`src/rtl/uart_sync_fifo.sv`:
```
// uart_sync_fifo
//   Single-clock FIFO used as the TX/RX data buffer of the UART core.
//   Each entry is stored with one even-parity bit, and the bit is checked on read.
//   The block also provides programmable almost-full/almost-empty thresholds,
//   an occupancy count, a synchronous flush, and sticky overflow/underflow flags.
//
//   Build option: define UART_FIFO_FWFT_EN for first-word fall-through reads
//   (head entry shown combinationally, 0-latency pop). Leave it undefined for a
//   registered read with 1-cycle latency.
//
// Ports
//   clk_i, rstn_i      clock (rising edge), asynchronous active-low reset
//   flush_i            synchronous flush; empties the FIFO and keeps the sticky flags
//   clr_err_i          clears overflow_o/underflow_o (a new error in the same cycle wins)
//   wr_en_i/wr_data_i  write request and data
//   wr_par_inv_i       inverts the stored parity bit of this write (error injection)
//   rd_en_i            read request / pop
//   rd_data_o          read data
//   rd_valid_o         rd_data_o valid
//   parity_err_o       parity mismatch on rd_data_o
//   full_o, empty_o    count == FIFO_DEPTH / count == 0
//   afull_o, aempty_o  count >= AFULL_THRESH / count <= AEMPTY_THRESH
//   count_o            current occupancy
//   overflow_o         sticky: write attempted while full
//   underflow_o        sticky: read attempted while empty
module uart_sync_fifo #(
    parameter int unsigned FIFO_DEPTH         = 8,
    parameter int unsigned FIFO_WIDTH         = 8,
    parameter int unsigned FIFO_PARITY_ENABLE = 1,
    parameter int unsigned AFULL_THRESH       = 6,
    parameter int unsigned AEMPTY_THRESH      = 2
) (
    input  logic                               clk_i,
    input  logic                               rstn_i,
    input  logic                               flush_i,
    input  logic                               clr_err_i,
    input  logic                               wr_en_i,
    input  logic [FIFO_WIDTH-1:0]              wr_data_i,
    input  logic                               wr_par_inv_i,
    input  logic                               rd_en_i,
    output logic [FIFO_WIDTH-1:0]              rd_data_o,
    output logic                               rd_valid_o,
    output logic                               parity_err_o,
    output logic                               full_o,
    output logic                               empty_o,
    output logic                               afull_o,
    output logic                               aempty_o,
    output logic [$clog2(FIFO_DEPTH+1)-1:0]    count_o,
    output logic                               overflow_o,
    output logic                               underflow_o
);

    localparam int unsigned CNT_W = $clog2(FIFO_DEPTH + 1);
    localparam int unsigned PTR_W = $clog2(FIFO_DEPTH);

    // Entry layout: {parity bit, data}
    logic [FIFO_WIDTH:0] mem_q [FIFO_DEPTH];

    logic [PTR_W-1:0] wr_ptr_q, wr_ptr_d;
    logic [PTR_W-1:0] rd_ptr_q, rd_ptr_d;
    logic [CNT_W-1:0] count_q, count_d;
    logic             full_q, full_d;
    logic             empty_q, empty_d;
    logic             afull_q, afull_d;
    logic             aempty_q, aempty_d;
    logic             overflow_q, overflow_d;
    logic             underflow_q, underflow_d;

    logic             wr_acc, rd_acc;
    logic             wr_par;
    logic [FIFO_WIDTH:0] head;
    logic             head_err;

    // Flush masks both requests and any error they would otherwise flag.
    assign wr_acc = wr_en_i && !full_q  && !flush_i;
    assign rd_acc = rd_en_i && !empty_q && !flush_i;

    assign wr_par   = (FIFO_PARITY_ENABLE != 0) ? (^wr_data_i ^ wr_par_inv_i) : 1'b0;
    assign head     = mem_q[rd_ptr_q];
    // XOR over data and stored bit together: non-zero means the parity does not match.
    assign head_err = (FIFO_PARITY_ENABLE != 0) && (^head);

    always_comb begin
        wr_ptr_d    = wr_ptr_q;
        rd_ptr_d    = rd_ptr_q;
        count_d     = count_q;
        overflow_d  = overflow_q;
        underflow_d = underflow_q;

        if (clr_err_i) begin
            overflow_d  = 1'b0;
            underflow_d = 1'b0;
        end

        if (flush_i) begin
            wr_ptr_d = '0;
            rd_ptr_d = '0;
            count_d  = '0;
        end else begin
            if (wr_en_i && full_q) begin
                overflow_d = 1'b1;
            end
            if (rd_en_i && empty_q) begin
                underflow_d = 1'b1;
            end
            if (wr_acc) begin
                wr_ptr_d = wr_ptr_q + PTR_W'(1);
            end
            if (rd_acc) begin
                rd_ptr_d = rd_ptr_q + PTR_W'(1);
            end
            if (wr_acc && !rd_acc) begin
                count_d = count_q + CNT_W'(1);
            end else if (rd_acc && !wr_acc) begin
                count_d = count_q - CNT_W'(1);
            end
        end

        // The flags are registered from count_d, so they change in the same cycle as count_o.
        full_d   = (count_d == CNT_W'(FIFO_DEPTH));
        empty_d  = (count_d == '0);
        afull_d  = (count_d >= CNT_W'(AFULL_THRESH));
        aempty_d = (count_d <= CNT_W'(AEMPTY_THRESH));
    end

    always_ff @(posedge clk_i or negedge rstn_i) begin
        if (!rstn_i) begin
            wr_ptr_q    <= '0;
            rd_ptr_q    <= '0;
            count_q     <= '0;
            full_q      <= 1'b0;
            empty_q     <= 1'b1;
            afull_q     <= 1'b0;
            aempty_q    <= 1'b1;
            overflow_q  <= 1'b0;
            underflow_q <= 1'b0;
        end else begin
            wr_ptr_q    <= wr_ptr_d;
            rd_ptr_q    <= rd_ptr_d;
            count_q     <= count_d;
            full_q      <= full_d;
            empty_q     <= empty_d;
            afull_q     <= afull_d;
            aempty_q    <= aempty_d;
            overflow_q  <= overflow_d;
            underflow_q <= underflow_d;
        end
    end

    // Storage has no reset; contents are only ever visible through valid pointers.
    always_ff @(posedge clk_i) begin
        if (wr_acc) begin
            mem_q[wr_ptr_q] <= {wr_par, wr_data_i};
        end
    end

`ifdef UART_FIFO_FWFT_EN
    assign rd_valid_o   = !empty_q;
    assign rd_data_o    = empty_q ? '0 : head[FIFO_WIDTH-1:0];
    assign parity_err_o = !empty_q && head_err;
`else
    logic [FIFO_WIDTH-1:0] rd_data_q, rd_data_d;
    logic                  rd_valid_q, rd_valid_d;
    logic                  parity_err_q, parity_err_d;

    always_comb begin
        rd_data_d    = rd_data_q;
        parity_err_d = parity_err_q;
        rd_valid_d   = rd_acc;
        if (rd_acc) begin
            rd_data_d    = head[FIFO_WIDTH-1:0];
            parity_err_d = head_err;
        end
    end

    always_ff @(posedge clk_i or negedge rstn_i) begin
        if (!rstn_i) begin
            rd_data_q    <= '0;
            rd_valid_q   <= 1'b0;
            parity_err_q <= 1'b0;
        end else begin
            rd_data_q    <= rd_data_d;
            rd_valid_q   <= rd_valid_d;
            parity_err_q <= parity_err_d;
        end
    end

    assign rd_valid_o   = rd_valid_q;
    assign rd_data_o    = rd_data_q;
    assign parity_err_o = parity_err_q;
`endif

    assign full_o      = full_q;
    assign empty_o     = empty_q;
    assign afull_o     = afull_q;
    assign aempty_o    = aempty_q;
    assign count_o     = count_q;
    assign overflow_o  = overflow_q;
    assign underflow_o = underflow_q;

endmodule
```
`config.mk`:
```
export PLATFORM = sky130hd
export DESIGN_NAME = uart_sync_fifo
export DESIGN_NICKNAME = d
export VERILOG_FILES = /design/src/rtl/uart_sync_fifo.sv
export SDC_FILE = /design/constraint.sdc
export NUM_CORES = 1
export LEC_CHECK = 0
export BUFFER_PORTS_ARGS = -buffer_cell sky130_fd_sc_hd__buf_2
export CELL_PAD_IN_SITES_DETAIL_PLACEMENT = 1
export CELL_PAD_IN_SITES_GLOBAL_PLACEMENT = 1
export CORE_MARGIN = 2
export CORE_UTILIZATION = 45
export DETAILED_ROUTE_END_ITERATION = 6
export PLACE_DENSITY_LB_ADDON = 0.1
export SKIP_LAST_GASP = 1
export SLEW_MARGIN = 40
export SYNTH_ARGS = -nofsm -noshare
export SYNTH_HDL_FRONTEND = slang
export SYNTH_SLANG_ARGS = --single-unit
export TNS_END_PERCENT = 10
```
`constraint.sdc`:
```
create_clock -name clk_i -period 2.3 [get_ports clk_i]
set_clock_uncertainty 0.1 [all_clocks]
set_input_delay 0.46 -clock clk_i [delete_from_list [all_inputs] [get_ports clk_i]]
set_output_delay 0.46 -clock clk_i [all_outputs]
set_load 0.005 [all_outputs]
```
# Word-level counts from Yosys, hierarchy flattened
# Memory sizes are Yosys's and may differ from the RTL's.
# Index checks and enable logic that the tools add are counted.
# totals
regBits	26
mem_bits_rw	72
out_inout_bits	20
word_cells	54
mem_count	1
# memory_table
memory	words	width	read_ports	rd_clocked_by_memory_dff	write_ports	line	rtl
mem_q	8	9	1	0	1	57	logic [FIFO_WIDTH:0] mem_q [FIFO_DEPTH];
# classes
add_sub_neg	4
n_lt_le_gt_ge	2
eq_ne	1
n_mux	15
n_bitwise	1
reduce_logical	18
# op_table
operator	count
$mux W3	4
$mux W4	3
$reduce_xor A9 Y1	1
$logic_and A1 B1 Y1	8
$mux W1	8
$reduce_xor A8 Y1	1
$add A3 B1 Y3 const B	2
$logic_not A1 Y1	5
$add A4 B1 Y4 const B	1
$eq A4 B4 Y1 const B	1
$ge A4 B3 Y1 const B	1
$le A4 B2 Y1 const B	1
$logic_not A4 Y1	1
$reduce_bool A2 Y1	2
$sub A4 B1 Y4 const B	1
$xor A1 B1 Y1	1

# Logic depth before layout (Yosys ltp)
# logic_depth
word_depth	9
ltp_mapped	8
ltp_nobuf	6

# Worst setup path after synthesis
# No wires, ideal clock.
# synth_timing
path_type	flip-flop to flip-flop
from	register rd_ptr_q[0]
to	register parity_err_q (netlist: parity_err_o)
setup_ns	0.137
arrival_ns	1.992
required_time_ns	2.063
path_slack_ns	0.071
stages_incl_launch_ff	8
n_path_buf	1
synth_period_minus_slack_ns	2.229
path_cell_list	dfrtp_1 > buf_6 > mux4_2 > mux2i_2 > xor2_1 > xnor3_1 > xnor2_1 > a21oi_1
# synth_between
elab_chain_cells	2
# synth_lines
element	line	rtl
from (decl)	60	logic [PTR_W-1:0] rd_ptr_q, rd_ptr_d;
from (signal assigned)	139	rd_ptr_q <= rd_ptr_d;
$mem_v2 Z8 W9	--	
$reduce_xor A9 Y1	81	assign head_err = (FIFO_PARITY_ENABLE != 0) && (^head);
to (signal assigned)	184	parity_err_q <= parity_err_d;
to (decl)	164	logic parity_err_q, parity_err_d;
# No other way between the ends.
# A chain may end at the register's enable or synchronous reset.

# Final worst setup path
# Same ends and word-level chain as after synthesis.

==> impl_metrics.toml <==
[logic_synthesis]
synth_area_leaders = "edfxtp_1 53%, dfrtp_1 15%, mux4_2 7.2%, mux4_1 3.2%, xnor2_1 3.0%"
synthCells = 234
syn_nets = 253
synth.most_common_cell = "edfxtp_1"
ys_types = 37
postSynthAreaPerCell_um2 = 17.3
yosysSeqAreaShare_pct = 69.6
synth_top_area_share_pct = 53.4
ys_ff_latch = 98
synthArstFlopShare_pct = 26.5
synth_warnings = 0
synth_edf_count = 72
yosys-top-cells-count = "72 x edfxtp_1, 24 x dfrtp_1, 24 x nor2_1"
synth_flop_cell = "edfxtp_1"
synth_area_mm2 = 0.00405
yosysTopAreaCell = "edfxtp_1"

[min_path]
hold-path-cell-count = 2
hp-class = "primary input to flop"
hold_end = "underflow_o"
hp-start = "clr_err_i"

[setup_path]
cp-start-kind = "flop"
worstSetupPathType = "flop to flop"
path_max_fanout = 7
cp-end-kind = "flop"
cp_data_arrival_time_ns = 2.51
crit_family = "multiplexers"
r2r_setup_slack_ns = -0.06
max_stage_delay_ns = 0.52
reg2reg_depth = 8
worstReg2RegStart = "rd_ptr_q[0]"
crit_buf_inv = 2
reg2reg_to = "parity_err_o"
cp_slowest_cell = "mux4_2"
cp.required_ns = 2.45
crit_chain = "buf_12, buf_8, mux4_2, mux2i_4, xor2_2, xnor3_1, xnor2_1, a21oi_1"

[timing]
setup_ws_ns = -0.0580
hold_ws_ns = 0.195
rsz0062_at_grt = "yes"
final_max_slew_viol_count = 0
worstMarginPinSlew_ns = 0.600
relSlewSlack_pct = 60.0
hold_viol_final = 0
fmax_mhz = 424
finalSetupViolCount = 1
fin_crit_ns = 2.36
min_period_over_period_pct = 103

[clock_network]
clkTransAtPathRegs_ns = 0.10
cts_tree = "yes"
clk_latency_ns = 0.36
cts_sinks = 98
cts_made_buffers = 9
cts-root-buf = "clkbuf_8"
h-tree-depth = 3
clock_path_buffers = 2

[route]
vias = 2213
wl_per_cell_um = 19.3
wl_um = 8160
ant_nets = 0
drc_errors = 0
drtIter0Drc = 113
viasPerCell = 5.23
firstDrtPassIters = 4

[placed_design]
dpl.hpwl_um = 5550
place.gp.congestion = 0.685
pre_cts_slack_ns = -0.104
numPortBuffers = 34

[power]
power.density_mw_per_mm2 = 910
leakage_nw = 1.80
vdd_drop_max_mv = 0.512

[die]
die_y_um = 98.8
design.die.area_mm2 = 0.00977
std_cell_rows = 34
coreArea_mm2 = 0.00872
pin_count = 35
die_w_um = 98.8
start_util_pct = 46.4

[finish]
multi_input_area_mm2 = 0.00116
regArea_mm2 = 0.00282
n_fill_cell = 827
nets = 329
drive_above_1_share_pct = 35.9
fin_util_pct = 55.5
diodes = 0
area_delta_synth_final_pct = 19.5

[global_routing]
grt_pass1_vias = 2348
track_usage_pct = 17.8
antenna_found_initial = 0
gr-total-overflow = 0
grt_max_degree = 27
grt_pass1_wl_um = 12900

[status]
violations = "negative setup slack"
status = "finished, violations left"

[flow_run]
maxCapViolCount = 0
-- final cells by class --
type / count / area share (%)
clock buffers: 9 / 2.56
clock inverters: 7 / 1.42
inverters: 4 / 0.310
multi-input cells: 122 / 24.0
flip-flops and latches: 98 / 58.2
well taps: 108 / 2.79
repair buffers: 75 / 10.7
-- flip-flops by register name, indices dropped and copies added, names as in the netlist --
| name | cells |
|---|---|
| full_o | 1 |
| wr_ptr_q | 3 |
| rd_data_o | 8 |
| rd_ptr_q | 3 |
| empty_o | 1 |
| rd_valid_o | 1 |
| count_o | 4 |
| parity_err_o | 1 |
| afull_o | 1 |
| aempty_o | 1 |
| mem_q | 72 |
| overflow_o | 1 |
| underflow_o | 1 |
-- through the flow --
| stage | power [mW] | cell area, um2 | TNS, ns | cells |
|---|---|---|---|---|
| 3_3_place_gp | 3.24 | 4530 | -0.0205 | 397 |
| 5_1_grt | 4.64 | 4840 | -0.170 | 423 |
| 2_1_floorplan | 2.87 | 4050 | 0 | 234 |
| 4_1_cts | 4.37 | 4760 | -0.0877 | 417 |
| 6_report | 4.40 | 4840 | -0.0580 | 423 |
| 3_5_place_dp | 3.27 | 4530 | -0.104 | 397 |
-- worst max-delay path by stage --
stage                startpoint  slack, ns  depth (start not counted)           end
finish              rd_ptr_q[0]      -0.06                          8  parity_err_o
global route        rd_ptr_q[0]      -0.17                         10  parity_err_o
CTS                 rd_ptr_q[0]      -0.09                          7  parity_err_o
detailed placement  rd_ptr_q[0]      -0.10                          7  parity_err_o
global placement    rd_ptr_q[0]      -0.02                          7  parity_err_o
floorplan           rd_ptr_q[0]       0.07                          7  parity_err_o
-- timing repair --
item	CTS	global route
buffers inserted	3	6
resized for setup	1	9
cloned	0	0
pin swaps	0	4
hold buffers	1	0
setup endpoints to repair	1	1
endpoints found under the hold margin	9	0
-- power breakdown --
part           leakage (nW)  switching [mW]  total (mW)  internal [mW]
Clock                0.0997           0.654        1.08          0.426
Combinational         0.721           0.504        1.15          0.646
Sequential            0.974          0.0913        2.17           2.08
Total                  1.80            1.25        4.40           3.15
-- cell families (layout without fill, tap and decap cells) --
logic type / after synthesis / after routing / synth area share [%]
AOI/OAI and AO/OA: 18 / 18 / 2.60
buffers and inverters: 14 / 95 / 2.35
and+or+nand+nor: 49 / 49 / 5.57
adders and majority gates: 4 / 4 / 1.24
xor gates and xnor gates: 23 / 23 / 5.32
DFF: 98 / 98 / 69.6
muxes: 28 / 28 / 13.4
-- metal layers --
metal | up-vias | part of all wire [%] | routed length [um] | track usage, %
met4 | 0 | 1.8 | 143 | 6.64
met5 | - | 0 | 0 | 0
met1 | 1114 | 46 | 3760 | 24.5
li1 | 1036 | - | - | -
met2 | 51 | 49 | 3970 | 29.0
met3 | 12 | 3.6 | 293 | 2.77
-- cell usage in the layout, fill, tap and decap left out, drive strengths merged --
master       instances
a311oi               1
a211oi               1
nand3                2
dlygate4sd3          1
clkbuf               9
nor3b                1
nor2b                2
mux4                18
mux2i               10
or3                  3
ha                   4
nor4b                1
nand2b               3
dfstp                2
nor3                 3
xnor2               14
o22ai                2
xor2                 8
clkinv               3
a21oi               10
buf                 74
o21ai                2
edfxtp              72
nand2                8
a21o                 1
nor4                 1
a32oi                1
xnor3                1
inv                  8
nor2                24
dfrtp               24
nand3b               1
Power figures use the tool's default switching activity.
